`src/rtl/mem_stage_bus_unit.sv`:
```
// mem_stage_bus_unit: MEM-stage bus master with wait states, timeout and
// byte/half/word(/dword) accesses with sign or zero extension of loads.
//
// Ports:
//   clk, rst (sync, active-high), cpu_en (global hold)
//   req_*       : load/store request from the MEM stage
//   MIO_ready, Data_in           : bus acknowledge and read data
//   Address_out, Data_out, byte_en, mem_ifWriteMem, CPU_MIO : bus master
//   mem_stall   : pipeline hold while an access is pending
//   rdata_valid, rdata           : completion pulse and extended load data
//   misaligned, bus_timeout      : single-cycle fault pulses
// Optional macro BUS_ERR_ADDR_EN adds err_addr (first faulting address,
// sticky until err_clr) and err_clr.
module mem_stage_bus_unit #(
    parameter int DATA_W      = 32,
    parameter int ADDR_W      = 32,
    parameter int TIMEOUT_CYC = 255,
    parameter int TO_W        = 8
) (
    input  logic                clk,
    input  logic                rst,
    input  logic                cpu_en,
    input  logic                req_valid,
    input  logic                req_write,
    input  logic [1:0]          req_size,
    input  logic                req_signed,
    input  logic [ADDR_W-1:0]   req_addr,
    input  logic [DATA_W-1:0]   req_wdata,
    input  logic                MIO_ready,
    input  logic [DATA_W-1:0]   Data_in,
    output logic [ADDR_W-1:0]   Address_out,
    output logic [DATA_W-1:0]   Data_out,
    output logic [DATA_W/8-1:0] byte_en,
    output logic                mem_ifWriteMem,
    output logic                CPU_MIO,
    output logic                mem_stall,
    output logic                rdata_valid,
    output logic [DATA_W-1:0]   rdata,
    output logic                misaligned,
    output logic                bus_timeout
`ifdef BUS_ERR_ADDR_EN
    ,
    output logic [ADDR_W-1:0]   err_addr,
    input  logic                err_clr
`endif
);

    localparam int NB     = DATA_W / 8;
    localparam int LANE_W = $clog2(NB);
    localparam logic DW32 = (DATA_W == 32);
    // Timeout fires on the ready-low cycle that would bring the count
    // to TIMEOUT_CYC, i.e. after exactly TIMEOUT_CYC waiting cycles.
    localparam logic [TO_W-1:0] TO_LAST = TO_W'(TIMEOUT_CYC - 1);

    typedef enum logic [1:0] {
        S_IDLE,
        S_ACCESS,
        S_DONE,
        S_ERR
    } state_t;

    state_t            r_state;
    state_t            w_next;
    logic [TO_W-1:0]   r_cnt;
    logic [1:0]        r_size;
    logic              r_signed;
    logic              r_err_to;

    logic              w_fault;
    logic [NB-1:0]     w_mask;
    logic [NB-1:0]     w_be;
    logic [DATA_W-1:0] w_wrep;
    logic [DATA_W-1:0] w_shifted;
    logic [DATA_W-1:0] w_ext;
    logic [LANE_W-1:0] w_lane;
    logic [LANE_W-1:0] w_rlane;

    assign w_lane  = req_addr[LANE_W-1:0];
    assign w_rlane = Address_out[LANE_W-1:0];

    assign w_fault = ((req_size == 2'b01) && req_addr[0])
                   || ((req_size == 2'b10) && (req_addr[1:0] != 2'b00))
                   || ((req_size == 2'b11)
                       && ((req_addr[2:0] != 3'b000) || DW32));

    always_comb begin
        w_mask = '0;
        w_wrep = req_wdata;
        unique case (req_size)
            2'b00: begin
                w_mask = NB'(1);
                w_wrep = {NB{req_wdata[7:0]}};
            end
            2'b01: begin
                w_mask = NB'(3);
                w_wrep = {(NB/2){req_wdata[15:0]}};
            end
            2'b10: begin
                w_mask = NB'(15);
                w_wrep = {(NB/4){req_wdata[31:0]}};
            end
            default: begin
                w_mask = '1;
                w_wrep = req_wdata;
            end
        endcase
        w_be = w_mask << w_lane;
    end

    // Load data: move the addressed lane down to bit 0, then extend.
    assign w_shifted = Data_in >> {w_rlane, 3'b000};

    always_comb begin
        w_ext = w_shifted;
        unique case (r_size)
            2'b00: w_ext = r_signed ? DATA_W'($signed(w_shifted[7:0]))
                                    : DATA_W'(w_shifted[7:0]);
            2'b01: w_ext = r_signed ? DATA_W'($signed(w_shifted[15:0]))
                                    : DATA_W'(w_shifted[15:0]);
            2'b10: w_ext = r_signed ? DATA_W'($signed(w_shifted[31:0]))
                                    : DATA_W'(w_shifted[31:0]);
            default: w_ext = w_shifted;
        endcase
    end

    always_ff @(posedge clk) begin
        if (rst) begin
            r_state <= S_IDLE;
        end else if (cpu_en) begin
            r_state <= w_next;
        end
    end

    always_comb begin
        w_next      = r_state;
        mem_stall   = 1'b0;
        rdata_valid = 1'b0;
        misaligned  = 1'b0;
        bus_timeout = 1'b0;
        unique case (r_state)
            S_IDLE: begin
                mem_stall = req_valid;
                if (req_valid) begin
                    w_next = w_fault ? S_ERR : S_ACCESS;
                end
            end
            S_ACCESS: begin
                mem_stall = 1'b1;
                if (MIO_ready) begin
                    w_next = S_DONE;
                end else if (r_cnt == TO_LAST) begin
                    w_next = S_ERR;
                end
            end
            S_DONE: begin
                rdata_valid = 1'b1;
                w_next      = S_IDLE;
            end
            default: begin
                misaligned  = ~r_err_to;
                bus_timeout = r_err_to;
                w_next      = S_IDLE;
            end
        endcase
    end

    always_ff @(posedge clk) begin
        if (rst) begin
            Address_out    <= '0;
            Data_out       <= '0;
            byte_en        <= '0;
            mem_ifWriteMem <= 1'b0;
            CPU_MIO        <= 1'b0;
            rdata          <= '0;
            r_cnt          <= '0;
            r_size         <= 2'b00;
            r_signed       <= 1'b0;
            r_err_to       <= 1'b0;
        end else if (cpu_en) begin
            unique case (r_state)
                S_IDLE: begin
                    if (req_valid && w_fault) begin
                        r_err_to <= 1'b0;
                    end else if (req_valid) begin
                        Address_out    <= req_addr;
                        Data_out       <= w_wrep;
                        byte_en        <= w_be;
                        CPU_MIO        <= 1'b1;
                        mem_ifWriteMem <= req_write;
                        r_cnt          <= '0;
                        r_size         <= req_size;
                        r_signed       <= req_signed;
                    end
                end
                S_ACCESS: begin
                    if (MIO_ready) begin
                        if (!mem_ifWriteMem) begin
                            rdata <= w_ext;
                        end
                        byte_en        <= '0;
                        CPU_MIO        <= 1'b0;
                        mem_ifWriteMem <= 1'b0;
                    end else if (r_cnt == TO_LAST) begin
                        byte_en        <= '0;
                        CPU_MIO        <= 1'b0;
                        mem_ifWriteMem <= 1'b0;
                        r_err_to       <= 1'b1;
                    end else begin
                        r_cnt <= r_cnt + 1'b1;
                    end
                end
                default: begin
                end
            endcase
        end
    end

`ifdef BUS_ERR_ADDR_EN
    // A misaligned fault reports the request address; a timeout reports
    // the address still on the bus.
    always_ff @(posedge clk) begin
        if (rst) begin
            err_addr <= '0;
        end else if (cpu_en) begin
            if (err_clr) begin
                err_addr <= '0;
            end else if ((w_next == S_ERR) && (r_state != S_ERR)
                         && (err_addr == '0)) begin
                err_addr <= (r_state == S_IDLE) ? req_addr : Address_out;
            end
        end
    end
`endif

endmodule

```
`config.mk`:
```
export PLATFORM = sky130hd
export DESIGN_NAME = mem_stage_bus_unit
export DESIGN_NICKNAME = d
export VERILOG_FILES = /design/src/rtl/mem_stage_bus_unit.sv
export SDC_FILE = /design/constraint.sdc
export NUM_CORES = 1
export LEC_CHECK = 0
export ABC_AREA = 1
export ABC_CLOCK_PERIOD_IN_PS = 1920
export BUFFER_PORTS_ARGS = -buffer_cell sky130_fd_sc_hd__buf_2
export CAP_MARGIN = 20
export CORE_UTILIZATION = 25
export CTS_CLUSTER_SIZE = 14
export DETAILED_ROUTE_END_ITERATION = 8
export GPL_ROUTABILITY_DRIVEN = 0
export SYNTH_ARGS = -nofsm -noshare
export SYNTH_HDL_FRONTEND = slang
export SYNTH_SLANG_ARGS = --single-unit
```
`constraint.sdc`:
```
create_clock -name clk -period 1.92 [get_ports clk]
set_input_delay 0.384 -clock clk [delete_from_list [all_inputs] [get_ports clk]]
set_output_delay 0.384 -clock clk [all_outputs]
set_load 0.05 [all_outputs]
```
-- After elaboration in Yosys (flattened, before gate mapping)
Cells that the tools add are included.
Widths: inputs -> output; s select.
- word-level logic and storage cells: 84
- input port bits: 105
- output and inout bits: 106
- bits in registers: 116
- reduce and logical (&&, ||, !) cells: 17
- eq/ne operators: 14
- $add $sub $neg: 1
- bitwise operators: 3
- shift operators: 2
- mux-type cells: 36
- operators by type and width (cell ; count):
    $pmux 32 s2 ; 2
    $mux 32 ; 2
    $mux 8 ; 4
    $shr 32x5->32 ; 1
    $mux 4 ; 4
    $pmux 4 s2 ; 2
    $pmux 8 s2 ; 1
    $mux 1 ; 12
    $ne 2x2->1 const B ; 6
    $reduce_and 5->1 ; 2
    $add 8x1->8 const B ; 1
    $eq 8x8->1 const B ; 1
    $mux 2 ; 4
    $pmux 1 s2 ; 4
    $reduce_and 4->1 ; 2
    $eq 2x1->1 const B ; 3
    $eq 2x2->1 const B ; 3
    $logic_not 2->1 ; 3
    $reduce_and 6->1 ; 1
    $pmux 2 s2 ; 1
    $reduce_bool 2->1 ; 2
    $shl 4x2->4 ; 1
    $logic_and 1x1->1 ; 3
    $ne 3x3->1 const B ; 1
    4 further kinds ; 7

-- Logic depth before layout (Yosys ltp)
- depth after elaboration: 7
- depth in mapped cells: 11
- depth with buffers taken out: 11

-- Worst setup path after synthesis
OpenSTA, ideal clock, no wires.
- kind: reg2out
- start point: register r_state[1]
- end point: output misaligned
- data arrival time: 1631 ps
- setup slack: -95 ps
- data required time: 1536 ps
- cell stages (with the launch flop): 3
- path buffers: 0
- path through: dfxtp_1 -> inv_1 -> nor3_1
- longest elaborated chain between the ends: 3
- elaborated cells between the ends (all ways): 5
- those cells by class: 2 x eq/ne; 1 x mux; 2 x reduce/logical
- RTL lines (what ; RTL line ; RTL):
    start, declared ; 62 ; state_t r_state;
    start signal, assigned ; 130 ; r_state <= w_next;
    $eq 2x1->1 (tied with other cells) ; 140 ; unique case (r_state)
    $reduce_or 3->1 (no line) * ; -- ;
    $mux 1 * ; 140 ;
    end, declared ; 39 ; output logic misaligned,
Mark *: on every way between the ends. The rest lies on a longest branch, timed or not.

-- Worst setup path in the final report
Ends and elaborated chain as after synthesis.

==> results.yml <==
clocking:
  root_buffer: "clkbuf_16"
  cts.clk_slew.worst_paths_ns: 0.06
  htree_levels: 4
  tritoncts: "yes"
  cts_hold_buf: 0
  cts_sinks: 116
  cts_buffers: 17
  clockBufferDepth: 2
  clk_latency_ns: 0.42
detailed_routing:
  drc: 0
  drtAntennaViolNets: 0
  vias_per_cell: 4.43
  finalWirelength_mm: 18.0
  vias: 5834
  first_iter_violations: 227
  wire_per_inst_um: 13.7
  first_pass_iters: 4
setup_path:
  cp-end-kind: "primary output"
  startpoint: "r_state[1]"
  r2r_cells: 6
  max_stage_delay_ns: 0.41
  startpoint_type: "flop"
  r2r_start: "Address_out[0]"
  crit_slowest_cell: "dfxtp_2"
  crit_type: "reg -> out"
  worstPathRequired_ns: 1.54
  path_max_fanout: 7
  worstPathArrival_ns: 1.36
  crit_chain: "inv_1, nor3_2, buf_2"
sta:
  fin_tns_setup_ns: 0
  setup_violations: 0
  finalHoldViolations: 0
  period_share_pct: 91.0
  tightest_slew_ns: 0.873
  worst_slack_ns: 0.172
  drv_slew: 0
  maxSlewHeadroom_pct: 41.6
  fmax_mhz: 572
  fin_crit_ns: 1.75
  holdWs_ns: 0.247
  rsz0062_at_grt: "false"
  skew_ns: 0.00941
min_path:
  holdPathStages: 3
  min_from: "req_addr[14]"
  min_path_type: "in -> reg"
power:
  p_per_area_mw_per_mm2: 933
  p_total_mw: 6.94
  irDropWorstVdd_mv: 0.634
  power.leakage_nw: 3.64
yosys:
  synthesis.instances: 826
  ys_ff_latch: 116
  postSynthAreaPerCell_um2: 6.66
  syn_area_mm2: 0.00550
  yosysWarnings: 0
  yosysSeqAreaShare_pct: 42.2
  synth_nets: 933
  synthDistinctLibCells: 26
floorplan:
  row_count: 53
  start_util_pct: 25.8
  chipWidth_um: 150
  core_mm2: 0.0213
  dieArea_mm2: 0.0226
  chipHeight_um: 150
  io_pins: 211
placed_design:
  dpl.hpwl_mm: 13.3
  port_buffers: 210
  place_ws_ns: 0.116
job:
  cap_viol_max_count: 0
layout:
  drive_above_1_share_pct: 26.5
  mostFrequentLayoutCell: "buf_2"
  fillers: 2319
  nNetsFinal: 1134
  synthToLayoutAreaGrowth_pct: 35.3
  final_cell_mix: "buf_2, inv_1, o21ai_0"
global_route:
  grt_first_pass_wirelength_mm: 28.2
  grt_pass1_vias: 5359
  grt_max_degree: 97
  grt_util_all_layers_pct: 16.1
  antenna_found_initial: 1
  globalRouteOverflowTotal: 0
status:
  status: "complete, no violations"
-- final timing paths --
check	endpoint	slack, ns
hold / removal	Address_out[14]	0.25
hold reg to reg	Address_out[8]	0.44
setup reg to reg	rdata[26]	0.31
setup / recovery	misaligned	0.17
-- worst max-delay path: cells and delay by family (launching register included) --
family	cells	cell delay, ns
simple gates	1	0.14
flops	1	0.41
buf+inv	2	0.39
-- where the power goes --
group / switching, mW / internal [mW] / total, mW
sequential: 0.0773 / 2.54 / 2.61
clock: 1.24 / 1.79 / 3.03
combinational: 0.930 / 0.363 / 1.29
-- through the flow --
stage               std cells  utilization (%)  area, µm²
floorplan                 826                -       5510
global placement         1283             32.3       6880
detailed placement       1283             32.3       6880
CTS                      1315             34.9       7440
global route             1315             34.9       7440
finish                   1316             34.9       7440
-- logic make-up after synthesis --
kind of cell,count (synthesis),share of synthesized area (%)
flops,116,42.2
buf+inv,185,13.3
simple gates,255,18.9
compound gates,268,25.1
fa+ha+maj,2,0.455
-- layer usage --
layer / global-route usage (%) / routed length, µm
met5: 0 / 8
met3: 5.67 / 1540
met2: 26.5 / 8510
met4: 5.81 / 240
met1: 19.4 / 7690
-- layout make-up --
type	count	area [µm²]	share of cell area, %
flip-flops and latches	116	2320	31.2
clock buffers	18	429	5.77
repair buffers	230	1240	16.6
inverters	137	514	6.91
diodes	1	2.50	0.0336
well taps	275	344	4.62
multi-input cells	525	2460	33.0
clock inverters	14	130	1.75
-- sequential cells by signal, indices dropped and copies added (netlist names) --
name	count
r_err_to	1
rdata	32
Address_out	32
CPU_MIO	1
mem_ifWriteMem	1
r_signed	1
r_size	2
r_cnt	8
r_state	2
Data_out	32
byte_en	4
-- Yosys cell counts --
master | count | share of area [%]
ha_1 | 2 | 0.45
nor2_2 | 1 | 0.11
nand4_1 | 4 | 0.45
o21ai_1 | 24 | 2.2
a21oi_1 | 106 | 9.6
buf_2 | 10 | 0.91
dfxtp_1 | 116 | 42
inv_1 | 134 | 9.1
o21ai_0 | 122 | 11
a22oi_1 | 1 | 0.14
inv_2 | 3 | 0.20
nor3b_1 | 1 | 0.14
nor3_1 | 2 | 0.18
nand2_2 | 4 | 0.45
buf_4 | 5 | 0.68
nand2_1 | 120 | 8.2
o211ai_1 | 7 | 0.96
o31ai_1 | 8 | 1.1
and3_1 | 1 | 0.11
nor2_4 | 2 | 0.41
nand3_2 | 2 | 0.36
buf_1 | 4 | 0.27
nand3_1 | 18 | 1.6
nor2_1 | 100 | 6.8
buf_6 | 1 | 0.20
clkbuf_1 | 28 | 1.9
-- what timing repair did --
action | CTS | global route
resized for setup | 0 | 1
setup buffers | 0 | 0
setup endpoints to repair | 0 | 2
Power figures use the tool's default switching activity.
